File: config.mk
export PLATFORM = sky130hd
export DESIGN_NAME = rl_line_scheduler_flat
export DESIGN_NICKNAME = d
export VERILOG_FILES = /design/src/rtl/rl_line_scheduler_pkg.sv /design/src/rtl/rl_line_scheduler_if.sv /design/src/rtl/rl_clear_sequencer.sv /design/src/rtl/rl_line_scheduler.sv /design/src/flat_wrapper.sv
export SDC_FILE = /design/constraint.sdc
export NUM_CORES = 1
export LEC_CHECK = 0
export ABC_AREA = 1
export CORE_ASPECT_RATIO = 1.5
export CORE_MARGIN = 2
export CORE_UTILIZATION = 40
export DETAILED_ROUTE_END_ITERATION = 6
export PLACE_DENSITY_LB_ADDON = 0.1
export SYNTH_ARGS = -nofsm -noshare
export SYNTH_HDL_FRONTEND = slang
export SYNTH_SLANG_ARGS = --single-unit
File: constraint.sdc
create_clock -name VGA_IN_DATA_CLK -period 2.15 [get_ports VGA_IN_DATA_CLK]
set_input_delay 0.215 -clock VGA_IN_DATA_CLK [delete_from_list [all_inputs] [get_ports VGA_IN_DATA_CLK]]
set_output_delay 0.215 -clock VGA_IN_DATA_CLK [all_outputs]
set_load 0.02 [all_outputs]
File: src/rtl/rl_line_scheduler_pkg.sv
// Shared constants, state encoding and small helpers for the run-length line-bank scheduler.
package rl_line_scheduler_pkg;

    localparam int AW           = 11;
    localparam int DEPTH        = 1040;
    localparam int ROWS         = 768;
    localparam int ACTIVE_WIDTH = 1024;

    localparam logic [AW-1:0] SENTINEL  = 11'd2047;
    localparam logic [AW-1:0] LAST_ADDR = AW'(DEPTH - 1);
    localparam logic [AW-1:0] LAST_ROW  = AW'(ROWS - 1);
    localparam logic [AW-1:0] FIRST_ROW = 11'd0;

    typedef enum logic [2:0] {
        ST_IDLE     = 3'd0,
        ST_CLEAR    = 3'd1,
        ST_WAIT_ROW = 3'd2,
        ST_ROW      = 3'd3,
        ST_ANALYZE  = 3'd4
    } state_e;

    // Even rows live in bank 0, odd rows in bank 1.
    function automatic logic bank_of(input logic [AW-1:0] idx);
        return idx[0];
    endfunction

    function automatic logic [7:0] sat_inc8(input logic [7:0] v);
        return (v == 8'd255) ? v : v + 8'd1;
    endfunction

endpackage

File: src/rtl/rl_line_scheduler_if.sv
// Handshake bundle between VGA indexing / encoder / analyzer (master side) and the line scheduler (slave side).
interface rl_line_scheduler_if;
    import rl_line_scheduler_pkg::*;

    logic          frame_start;
    logic          row_start;
    logic [AW-1:0] row_idx;
    logic          enc_done;
    logic          ana_done;
    logic          enc_go;
    logic          wr_bank;
    logic          ana_go;
    logic          ana_first_row;
    logic          clr_we;
    logic [AW-1:0] clr_addr;
    logic [AW-1:0] clr_data;
    logic          busy;
    logic          overrun;
    logic [7:0]    overrun_cnt;

    modport master (
        output frame_start, row_start, row_idx, enc_done, ana_done,
        input  enc_go, wr_bank, ana_go, ana_first_row, clr_we, clr_addr,
               clr_data, busy, overrun, overrun_cnt
    );

    modport slave (
        input  frame_start, row_start, row_idx, enc_done, ana_done,
        output enc_go, wr_bank, ana_go, ana_first_row, clr_we, clr_addr,
               clr_data, busy, overrun, overrun_cnt
    );

endinterface

File: src/rtl/rl_clear_sequencer.sv
// Walks the bank address range once per start pulse; a start while active restarts at address 0.
module rl_clear_sequencer
    import rl_line_scheduler_pkg::*;
(
    input  logic          clk,
    input  logic          rst_n,
    input  logic          start_i,
    output logic          we_o,
    output logic [AW-1:0] addr_o,
    output logic          done_o
);

    logic          active_q, active_d;
    logic [AW-1:0] addr_q, addr_d;
    logic          at_last_s;

    assign at_last_s = (addr_q == LAST_ADDR);

    // Next address / active flag.
    always_comb begin
        active_d = active_q;
        addr_d   = addr_q;
        if (start_i) begin
            active_d = 1'b1;
            addr_d   = {AW{1'b0}};
        end else if (active_q && at_last_s) begin
            active_d = 1'b0;
            addr_d   = {AW{1'b0}};
        end else if (active_q) begin
            addr_d   = addr_q + 11'd1;
        end else begin
            addr_d   = addr_q;
        end
    end

    // Counter registers.
    always_ff @(posedge clk or negedge rst_n) begin
        if (!rst_n) begin
            active_q <= 1'b0;
            addr_q   <= {AW{1'b0}};
        end else begin
            active_q <= active_d;
            addr_q   <= addr_d;
        end
    end

    assign we_o   = active_q;
    assign addr_o = addr_q;
    assign done_o = active_q && at_last_s;

endmodule

File: src/rtl/rl_line_scheduler.sv
// Sequences the even/odd run-length line banks between the row encoder and the two-line blob analyzer.
module rl_line_scheduler
    import rl_line_scheduler_pkg::*;
(
    input  logic                VGA_IN_DATA_CLK,
    input  logic                rst_n,
    rl_line_scheduler_if.slave  bus
);

    state_e        state_q, state_d;
    logic          pend_q, pend_d;
    logic [AW-1:0] pend_idx_q, pend_idx_d;
    logic          bank_q, bank_d;
    logic          first_q, first_d;
    logic          last_q, last_d;
    logic          overrun_q, overrun_d;
    logic [7:0]    cnt_q, cnt_d;
    logic          enc_go_q, busy_q, ana_go_q;
    logic          ana_go_d;
    logic          take_s;
    logic [AW-1:0] take_idx_s;
    logic          clr_we_s, clr_done_s;
    logic [AW-1:0] clr_addr_s;

    rl_clear_sequencer u_clear (
        .clk     (VGA_IN_DATA_CLK),
        .rst_n   (rst_n),
        .start_i (bus.frame_start),
        .we_o    (clr_we_s),
        .addr_o  (clr_addr_s),
        .done_o  (clr_done_s)
    );

    // Next-state logic; take_s marks "start a new row from take_idx_s".
    always_comb begin
        state_d    = state_q;
        pend_d     = pend_q;
        pend_idx_d = pend_idx_q;
        bank_d     = bank_q;
        first_d    = first_q;
        last_d     = last_q;
        overrun_d  = overrun_q;
        cnt_d      = cnt_q;
        ana_go_d   = 1'b0;
        take_s     = 1'b0;
        take_idx_s = bus.row_idx;

        if (bus.frame_start) begin
            state_d    = ST_CLEAR;
            cnt_d      = 8'd0;
            pend_d     = bus.row_start;
            pend_idx_d = bus.row_idx;
        end else begin
            case (state_q)
                ST_IDLE: state_d = ST_IDLE;
                ST_CLEAR: begin
                    if (clr_done_s && bus.row_start) begin
                        take_s = 1'b1;
                        pend_d = 1'b0;
                    end else if (clr_done_s && pend_q) begin
                        take_s     = 1'b1;
                        take_idx_s = pend_idx_q;
                        pend_d     = 1'b0;
                    end else if (clr_done_s) begin
                        state_d = ST_WAIT_ROW;
                    end else if (bus.row_start) begin
                        pend_d     = 1'b1;
                        pend_idx_d = bus.row_idx;
                    end else begin
                        state_d = ST_CLEAR;
                    end
                end
                ST_WAIT_ROW: begin
                    if (bus.row_start) begin
                        take_s = 1'b1;
                    end else if (pend_q) begin
                        take_s     = 1'b1;
                        take_idx_s = pend_idx_q;
                        pend_d     = 1'b0;
                    end else begin
                        state_d = ST_WAIT_ROW;
                    end
                end
                ST_ROW: begin
                    // A new row_start wins over enc_done: the current row is abandoned.
                    if (bus.row_start) begin
                        take_s    = 1'b1;
                        overrun_d = 1'b1;
                        cnt_d     = sat_inc8(cnt_q);
                    end else if (bus.enc_done && first_q) begin
                        state_d = ST_WAIT_ROW;
                    end else if (bus.enc_done) begin
                        state_d  = ST_ANALYZE;
                        ana_go_d = 1'b1;
                    end else begin
                        state_d = ST_ROW;
                    end
                end
                ST_ANALYZE: begin
                    if (bus.row_start) begin
                        take_s    = 1'b1;
                        overrun_d = 1'b1;
                        cnt_d     = sat_inc8(cnt_q);
                    end else if (bus.ana_done) begin
                        state_d = last_q ? ST_IDLE : ST_WAIT_ROW;
                    end else begin
                        state_d = ST_ANALYZE;
                    end
                end
                default: state_d = ST_IDLE;
            endcase
        end

        if (take_s) begin
            state_d = ST_ROW;
            bank_d  = bank_of(take_idx_s);
            first_d = (take_idx_s == FIRST_ROW);
            last_d  = (take_idx_s == LAST_ROW);
        end else begin
            bank_d  = bank_q;
            first_d = first_q;
            last_d  = last_q;
        end
    end

    // State, row context and registered outputs.
    always_ff @(posedge VGA_IN_DATA_CLK or negedge rst_n) begin
        if (!rst_n) begin
            state_q    <= ST_IDLE;
            pend_q     <= 1'b0;
            pend_idx_q <= {AW{1'b0}};
            bank_q     <= 1'b0;
            first_q    <= 1'b0;
            last_q     <= 1'b0;
            overrun_q  <= 1'b0;
            cnt_q      <= 8'd0;
            enc_go_q   <= 1'b0;
            busy_q     <= 1'b0;
            ana_go_q   <= 1'b0;
        end else begin
            state_q    <= state_d;
            pend_q     <= pend_d;
            pend_idx_q <= pend_idx_d;
            bank_q     <= bank_d;
            first_q    <= first_d;
            last_q     <= last_d;
            overrun_q  <= overrun_d;
            cnt_q      <= cnt_d;
            enc_go_q   <= (state_d == ST_ROW);
            busy_q     <= (state_d != ST_IDLE);
            ana_go_q   <= ana_go_d;
        end
    end

    assign bus.enc_go        = enc_go_q;
    assign bus.wr_bank       = bank_q;
    assign bus.ana_go        = ana_go_q;
    assign bus.ana_first_row = first_q;
    assign bus.clr_we        = clr_we_s;
    assign bus.clr_addr      = clr_addr_s;
    assign bus.clr_data      = SENTINEL;
    assign bus.busy          = busy_q;
    assign bus.overrun       = overrun_q;
    assign bus.overrun_cnt   = cnt_q;

endmodule

File: src/flat_wrapper.sv
// flat-port wrapper written by rule: the top's interface ports become plain ports
module rl_line_scheduler_flat import rl_line_scheduler_pkg::*;
  (VGA_IN_DATA_CLK, rst_n, bus_frame_start, bus_row_start, bus_row_idx, bus_enc_done, bus_ana_done, bus_enc_go, bus_wr_bank, bus_ana_go, bus_ana_first_row, bus_clr_we, bus_clr_addr, bus_clr_data, bus_busy, bus_overrun, bus_overrun_cnt);
  rl_line_scheduler_if bus_i ();
  input  logic VGA_IN_DATA_CLK;
  input  logic rst_n;
  input wire logic [$bits(bus_i.frame_start)-1:0] bus_frame_start;
  input wire logic [$bits(bus_i.row_start)-1:0] bus_row_start;
  input wire logic [$bits(bus_i.row_idx)-1:0] bus_row_idx;
  input wire logic [$bits(bus_i.enc_done)-1:0] bus_enc_done;
  input wire logic [$bits(bus_i.ana_done)-1:0] bus_ana_done;
  output wire logic [$bits(bus_i.enc_go)-1:0] bus_enc_go;
  output wire logic [$bits(bus_i.wr_bank)-1:0] bus_wr_bank;
  output wire logic [$bits(bus_i.ana_go)-1:0] bus_ana_go;
  output wire logic [$bits(bus_i.ana_first_row)-1:0] bus_ana_first_row;
  output wire logic [$bits(bus_i.clr_we)-1:0] bus_clr_we;
  output wire logic [$bits(bus_i.clr_addr)-1:0] bus_clr_addr;
  output wire logic [$bits(bus_i.clr_data)-1:0] bus_clr_data;
  output wire logic [$bits(bus_i.busy)-1:0] bus_busy;
  output wire logic [$bits(bus_i.overrun)-1:0] bus_overrun;
  output wire logic [$bits(bus_i.overrun_cnt)-1:0] bus_overrun_cnt;
  assign bus_i.frame_start = bus_frame_start;
  assign bus_i.row_start = bus_row_start;
  assign bus_i.row_idx = bus_row_idx;
  assign bus_i.enc_done = bus_enc_done;
  assign bus_i.ana_done = bus_ana_done;
  assign bus_enc_go = bus_i.enc_go;
  assign bus_wr_bank = bus_i.wr_bank;
  assign bus_ana_go = bus_i.ana_go;
  assign bus_ana_first_row = bus_i.ana_first_row;
  assign bus_clr_we = bus_i.clr_we;
  assign bus_clr_addr = bus_i.clr_addr;
  assign bus_clr_data = bus_i.clr_data;
  assign bus_busy = bus_i.busy;
  assign bus_overrun = bus_i.overrun;
  assign bus_overrun_cnt = bus_i.overrun_cnt;
  rl_line_scheduler u_core (.VGA_IN_DATA_CLK(VGA_IN_DATA_CLK), .rst_n(rst_n), .bus(bus_i));
endmodule
==> summary.txt, run 1 <==
Outcome
  – Outcome: finished, final reports clean

Floorplanning
  – Chip height: 106 um
  – Num ports: 54
  – Core area: 0.00681 mm2
  – Rows: 37
  – Die W: 72.1 um
  – Initial Utilization: 40.9%
  – Die ar.: 0.00766 mm2

Power
  – Combinational Power Share: 18.6%
  – Final Total Pwr: 2.02 mW
  – Int Pwr: 1.47 mW
  – Reg power frac: 42.6%
  – Sw frac: 27.3%
  – Clock power share: 38.7%
  – Maximum VDD drop: 299 uV
  – Lkg Pwr: 1.65 nW
  – P_sw: 0.552 mW
  – Power density over the cells: 591 mW/mm2

Logic synthesis
  – Post-synth EDFFs: 0
  – Post-Syn Area: 0.00278 mm2
  – Top-area cell type share of the netlist area: 37.8%
  – Register area share after synthesis: 37.8%
  – Post-synth top area cell: dfrtp_1
  – Netlist cell types: 41
  – Commonest cells post-synth: nand2_1 (82), dfrtp_1 (42), inv_1 (41)
  – YS warnings: 0
  – Area contributors post-synth: dfrtp_1 (38%), nand2_1 (11%), inv_1 (5.5%)
  – Seq cells post-synth: 42
  – Post-Syn Area per Cell: 7.44 um2
  – Top FF cell, synth: dfrtp_1
  – Top-count cell post-synth: nand2_1
  – FFs w/ async S/R, synth: 100%
  – Gate Count Post-Synth: 374

Setup path
  – Most used cell, CP: nand2_1
  – Startpoint types: flop
  – CP Capture Type: flop
  – Slowest stage delay, CP: 0.40 ns
  – Delay-heaviest family, CP: simple AND/OR/NAND/NOR gates
  – CP Cell Sequence: ha_1 > nand3_4 > inv_2 > nand3_1 > nor2_1 > nand3_1 > nand3_1 > nand2_1 > inv_1 > nand2_1 > nor2_1 > nand2_1 > nand2_1
  – Setup CP Type: flop to flop
  – Critical path required time: 2.39 ns
  – R2R Setup Slk: 0.34 ns
  – CP Max Fanout: 5
  – Max stage delay cell, worst path: dfrtp_1
  – Crit path DAT: 2.05 ns
  – WP buf/inv: 2

Clocking
  – Clock Root Buffer: clkbuf_8
  – CTS tree: done
  – CTS clk-pin slew, worst paths: 0.09 ns
  – Cts bufs inserted: 5
  – Setup bufs post-CTS: 0
  – Clock latency on the worst-skew pair: 0.30 ns
  – Htree depth: 2
  – CTS Buffer Depth: 2
  – CTS resizes: 0
  – CTS Sinks: 42

Routing
  – DR WL/cell: 13.2 um
  – Drt first pass iters: 4
  – DRT iter0 DRCs: 140
  – Final antenna-violating net count: 0
  – # DRC: 0
  – Routed vias/inst: 5.01
  – Vias post-DR: 2516
  – Total Wirelength: 6600 um

Global route
  – First-pass GRT wire length: 11300 um
  – Vias in the first global route: 2437
  – Largest net degree at the start of global routing: 43
  – Initial antenna violation count: 0
  – GRT Overall Usage: 18.7%
  – GRT overflow: 0

Flow run
  – MaxCap Viol Count: 0

Timing
  – Fin. Hold Viols: 0
  – Tcrit/Tclk final: 84.3%
  – Final Max Tran Viols: 0
  – Fmax: 552 MHz
  – Setup TNS: 0 ns
  – Final setup vio count: 0
  – Skew final: 0.00884 ns
  – Minimum clock period: 1.81 ns
  – Unrepaired setup endpoints after global routing: no

Hold path
  – Class of the worst hold path: primary input to asynchronous set/reset pin

Place
  – Placed Cells: 493
  – Port buffer count: 42
  – Post-DP HPWL: 4960 um
  – Gpl congestion: 0.852
  – Area after DPL: 0.00328 mm2

Finish
  – # nets final: 442
  – Layout cell share with drive strength beyond 1: 14.6%
  – Final Non-Filler Cells: 502
  – Area Overhead vs Synth: 23.1%
  – Layout filler cell count: 665
  – Antenna cells: 0
  – Fin area: 0.00343 mm2
==> final cells by class <==
cell class	instances	area (um2)	share of cell area, %
Clock buffer	6	82.6	2.41
Clock inverter	2	60.1	1.75
Inverter	55	211	6.17
Multi-Input combinational cell	269	1440	41.9
Sequential cell	42	1050	30.7
Tap cell	78	97.6	2.85
Timing Repair Buffer	50	490	14.3
==> sequential cells by signal (all words and copies together), names as in the netlist <==
name / count
u_core.bus.ana_first_row: 1
u_core.bus.ana_go: 1
u_core.bus.busy: 1
u_core.bus.enc_go: 1
u_core.bus.overrun: 1
u_core.bus.overrun_cnt: 8
u_core.bus.wr_bank: 1
u_core.last_q: 1
u_core.pend_idx_q: 11
u_core.pend_q: 1
u_core.state_q: 3
u_core.u_clear.addr_o: 11
u_core.u_clear.we_o: 1
==> path summary, 6_finish.rpt <==
check | startpoint | endpoint | cells past startpoint
min in group VGA_IN_DATA_CLK | u_core.bus.overrun$_DFFE_PN0P_ | u_core.bus.overrun$_DFFE_PN0P_ | 1
max in group asynchronous | rst_n | u_core.last_q$_DFFE_PN0P_ | 3
worst min-delay path | rst_n | u_core.state_q[1]$_DFF_PN0_ | 3
worst max register to register | u_core.u_clear.addr_o[1]$_DFFE_PN0P_ | u_core.last_q$_DFFE_PN0P_ | 13
worst max-delay path | u_core.u_clear.addr_o[1]$_DFFE_PN0P_ | u_core.last_q$_DFFE_PN0P_ | 13
worst min register to register | u_core.bus.overrun$_DFFE_PN0P_ | u_core.bus.overrun$_DFFE_PN0P_ | 1
==> placed cells by master (no fill, tap or decap), types with 5 or more instances in the layout <==
cell,count
buf_4,6
nand2_4,5
nor2_1,35
inv_1,41
o22ai_1,8
xor2_1,6
inv_2,11
o21ai_0,21
nand2_2,7
nor2_2,5
clkbuf_8,6
dfrtp_1,42
nand2_1,82
conb_1,11
a21oi_1,18
clkdlybuf4s50_1,41
nor3_1,7
nand3_1,29
==> repair_timing <==
action | CTS | global route
setup endpoints to repair | 0 | 0
hold buffers | 1 | 0
hold endpoints to repair | 42 | 0
==> power groups by stage <==
stage          registers (mW)  logic [mW]  clock network [mW]
2_1_floorplan           0.898       0.232                   0
3_3_place_gp            0.879       0.379                   0
3_5_place_dp            0.881       0.377                   0
4_1_cts                 0.865       0.381               0.806
5_1_grt                 0.870       0.426               0.835
6_report                0.863       0.377               0.784
==> layer usage <==
| metal | track usage, % | part of all wire (%) |
|---|---|---|
| met1 | 22.3 | 41 |
| met5 | 0 | 0 |
| met3 | 2.56 | 4.4 |
| met4 | 7.55 | 3.2 |
| met2 | 33.0 | 51 |
==> cells by family (layout without fill, tap and decap cells) <==
| family | Yosys count | count (layout) | synth area share [%] |
|---|---|---|---|
| adders and majority gates | 2 | 2 | 0.899 |
| buffers and inverters | 73 | 113 | 12.0 |
| xor gates and xnor gates | 7 | 7 | 2.20 |
| DFF | 42 | 42 | 37.8 |
| and+or+nand+nor | 189 | 189 | 34.2 |
| AOI/OAI and AO/OA | 60 | 60 | 12.8 |
| other | 1 | 11 | 0.135 |
==> tightest hold or removal path, stage by stage <==
cell           delay, ns
dlygate4sd3_1       0.52
buf_2               0.12
buf_12              0.22
==> metrics by stage <==
| stage | setup WS [ns] | util (%) | hold WS, ns |
|---|---|---|---|
| 2_1_floorplan | 0.395 | - | -0.0806 |
| 3_3_place_gp | 0.255 | 48.1 | 0.212 |
| 3_5_place_dp | 0.212 | 48.1 | 0.211 |
| 4_1_cts | 0.325 | 50.4 | 0.429 |
| 5_1_grt | 0.156 | 50.4 | 0.451 |
| 6_report | 0.338 | 50.4 | 0.406 |
(Power assumes the default switching activity.)
==> inputs of run 2 (changes only) <==
==> constraint.sdc (replaced) <==
create_clock -name VGA_IN_DATA_CLK -period 1.8 [get_ports VGA_IN_DATA_CLK]
set_input_delay 0.18 -clock VGA_IN_DATA_CLK [delete_from_list [all_inputs] [get_ports VGA_IN_DATA_CLK]]
set_output_delay 0.18 -clock VGA_IN_DATA_CLK [all_outputs]
set_load 0.02 [all_outputs]
==> run 2 against run 1 <==
- flip-flop and latch count stayed put
- design area grew 8.7%
- sequential share of layout area down 2.4 points
- combinational power is 35% higher
- count of clock-buffer cells in the layout is 1 lower
- critical path depth decreased by 2
==> summary.txt, run 2 (synthesis results as in run 1) <==
Outcome
  – Outcome: finished, final reports clean

Clocking
  – CTS tree: done
  – Htree depth: 2 (unchanged)
  – CTS Buffer Depth: 2 (unchanged)
  – Clock latency on the worst-skew pair: 0.31 ns (about the same)
  – CTS Sinks: 42 (unchanged)
  – Cts bufs inserted: 5 (unchanged)
  – CTS clk-pin slew, worst paths: 0.10 ns (about the same)
  – Clock Root Buffer: clkbuf_8

Power
  – Sw frac: 28.3% (+1.1 points)
  – Clock power share: 37.4% (-1.3 points)
  – Lkg Pwr: 1.81 nW (+9.1%)
  – P_sw: 0.696 mW (+26%)
  – Combinational Power Share: 20.7% (+2.1 points)
  – Power density over the cells: 660 mW/mm2 (+12%)
  – Maximum VDD drop: 466 uV (+56%)
  – Reg power frac: 41.9% (-0.7 points)
  – Int Pwr: 1.76 mW (+20%)

Routing
  – # DRC: 0 (unchanged)
  – DR WL/cell: 13.4 um (+1.5%)
  – DRT iter0 DRCs: 164 (+17%)
  – Final antenna-violating net count: 0 (unchanged)
  – Vias post-DR: 2670 (+6.1%)
  – Drt first pass iters: 4 (unchanged)
  – Routed vias/inst: 5.05 (+0.70%)
  – Total Wirelength: 7060 um (+7.0%)

Global route
  – Largest net degree at the start of global routing: 43 (unchanged)
  – Initial antenna violation count: 0 (unchanged)
  – Vias in the first global route: 2645 (+8.5%)
  – GRT Overall Usage: 19.7% (+0.99 points)
  – GRT overflow: 0 (unchanged)
  – First-pass GRT wire length: 12000 um (+6.6%)

Timing
  – Final setup vio count: 0 (unchanged)
  – Unrepaired setup endpoints after global routing: yes
  – Fin. Hold Viols: 0 (unchanged)
  – Skew final: 0.0112 ns (+0.00240 ns)
  – Fmax: 567 MHz (+2.8%)
  – Minimum clock period: 1.76 ns (-0.0495 ns)
  – Final Max Tran Viols: 0 (unchanged)
  – Tcrit/Tclk final: 97.9% (+14 points)

Setup path
  – Crit path capture: u_core.last_q$_DFFE_PN0P_
  – Setup CP Type: flop to flop
  – Crit path DAT: 1.96 ns (-0.09 ns)
  – CP Cell Sequence: ha_2 > nand3_4 > inv_4 > nand3_2 > inv_1 > o21ai_4 > inv_2 > nand3_1 > nor2_1 > nand2_1 > nand2_1
  – CP Launch Point: u_core.u_clear.addr_o[0]$_DFFE_PN0P_
  – Slowest stage delay, CP: 0.40 ns (about the same)
  – R2R Setup Slk: 0.04 ns (-0.30 ns)
  – Most used cell, CP: nand2_1
  – Worst Reg-to-Reg Cells: 11 (-2)
  – R2r startpoint: u_core.u_clear.addr_o[0]$_DFFE_PN0P_
  – Startpoint types: flop
  – RR Endpoint: u_core.last_q$_DFFE_PN0P_
  – CP Capture Type: flop
  – Critical path required time: 2.00 ns (-0.39 ns)
  – Max stage delay cell, worst path: dfrtp_1
  – CP Max Fanout: 5 (unchanged)

Finish
  – # nets final: 469 (+6.1%)
  – Final Core Density: 54.8% (+4.4 points)
  – Final Non-Filler Cells: 529 (+5.4%)
  – Area of the multi-input gates: 0.00150 mm2 (+4.7%)
  – Register area: 0.00105 mm2 (+0.24%)
  – Most frequent cells in the layout: nand2_1 (77), inv_1 (41), clkdlybuf4s50_1 (41)
  – Most common cell after layout, fill and taps aside: nand2_1
  – Area Overhead vs Synth: 33.8%
  – Antenna cells: 0 (unchanged)
  – Layout cell share with drive strength beyond 1: 23.5% (+8.9 points)
  – Fin area: 0.00373 mm2 (+8.7%)
  – Layout filler cell count: 675 (+1.5%)

Floorplanning
  – Chip height: 106 um (unchanged)
  – Die W: 72.1 um (unchanged)
  – Die ar.: 0.00766 mm2 (unchanged)
  – Num ports: 54 (unchanged)
  – Rows: 37 (unchanged)
  – Core area: 0.00681 mm2 (unchanged)
  – Initial Utilization: 40.9% (unchanged)

Place
  – Port buffer count: 42 (unchanged)
  – Gpl congestion: 0.814 (-4.5%)
  – Placed Cells: 509 (+3.2%)
  – Post-DP HPWL: 5240 um (+5.6%)
  – Area after DPL: 0.00342 mm2 (+4.4%)

Flow run
  – MaxCap Viol Count: 0 (unchanged)

Hold path
  – Class of the worst hold path: primary input to asynchronous set/reset pin
-- run 2: cell types whose count changed in the layout (fill, tap and decap cells not counted), sizes merged --
cell	delta
clkbuf	-1
buf	+27
clkinv	+1
-- run 2: power by group through the flow --
stage | registers (mW) | clock network, mW | logic (mW)
after global routing | 1.03 | 0.985 | 0.570
after floorplan | 1.07 | 0 | 0.277
final | 1.03 | 0.920 | 0.509
after CTS | 1.03 | 0.943 | 0.495
after detailed placement | 1.05 | 0 | 0.490
after global placement | 1.04 | 0 | 0.487
-- run 2: worst min-delay path by stage --
stage,cells past startpoint,to,startpoint,slack [ns]
2_1_floorplan,0,u_core.bus.ana_first_row$_DFFE_PN0P_,rst_n,-0.12
3_3_place_gp,2,u_core.bus.enc_go$_DFF_PN0_,rst_n,0.18
3_5_place_dp,2,u_core.bus.busy$_DFF_PN0_,rst_n,0.18
4_1_cts,3,u_core.bus.overrun$_DFFE_PN0P_,rst_n,0.38
5_1_grt,3,u_core.bus.overrun$_DFFE_PN0P_,rst_n,0.40
6_report,3,u_core.bus.overrun$_DFFE_PN0P_,rst_n,0.37
-- run 2: final cells by class --
type                            count  area share [%]
Clock buffer                        5            1.85
Clock inverter                      3            1.85
Inverter                           55            5.81
Multi-Input combinational cell    269            40.3
Sequential cell                    42            28.3
Tap cell                           78            2.62
Timing Repair Buffer               77            19.3
-- run 2: routing by layer --
metal	share of wire, %	vias up	track usage (%)
li1	-	1336	-
met1	41	1254	22.9
met2	51	60	34.1
met3	4.5	20	3.13
met4	4.0	0	10.1
met5	0	-	0
-- run 2: critical path: cells and delay by family (launching register included) --
kind	cells	cell delay [ns]
and+or+nand+nor	6	0.49
DFF	1	0.40
AOI/OAI and AO/OA	1	0.27
buffers and inverters	3	0.26
adders and majority gates	1	0.21
-- run 2: through the flow --
step | setup TNS [ns] | worst slack (ns) | power [mW] | hold slack (ns)
floorplan | 0 | 0.0448 | 1.35 | -0.116
global placement | -0.203 | -0.127 | 1.53 | 0.177
detailed placement | -0.281 | -0.145 | 1.54 | 0.180
CTS | 0 | 0.0194 | 2.47 | 0.382
global route | -0.223 | -0.0832 | 2.59 | 0.404
finish | 0 | 0.0376 | 2.46 | 0.371
-- run 2: what timing repair did --
action,CTS,global route
pin swaps,0,14
endpoints found under the setup margin,1,7
setup buffers,0,11
hold buffers,1,0
endpoints found under the hold margin,42,0
resized for setup,1,23
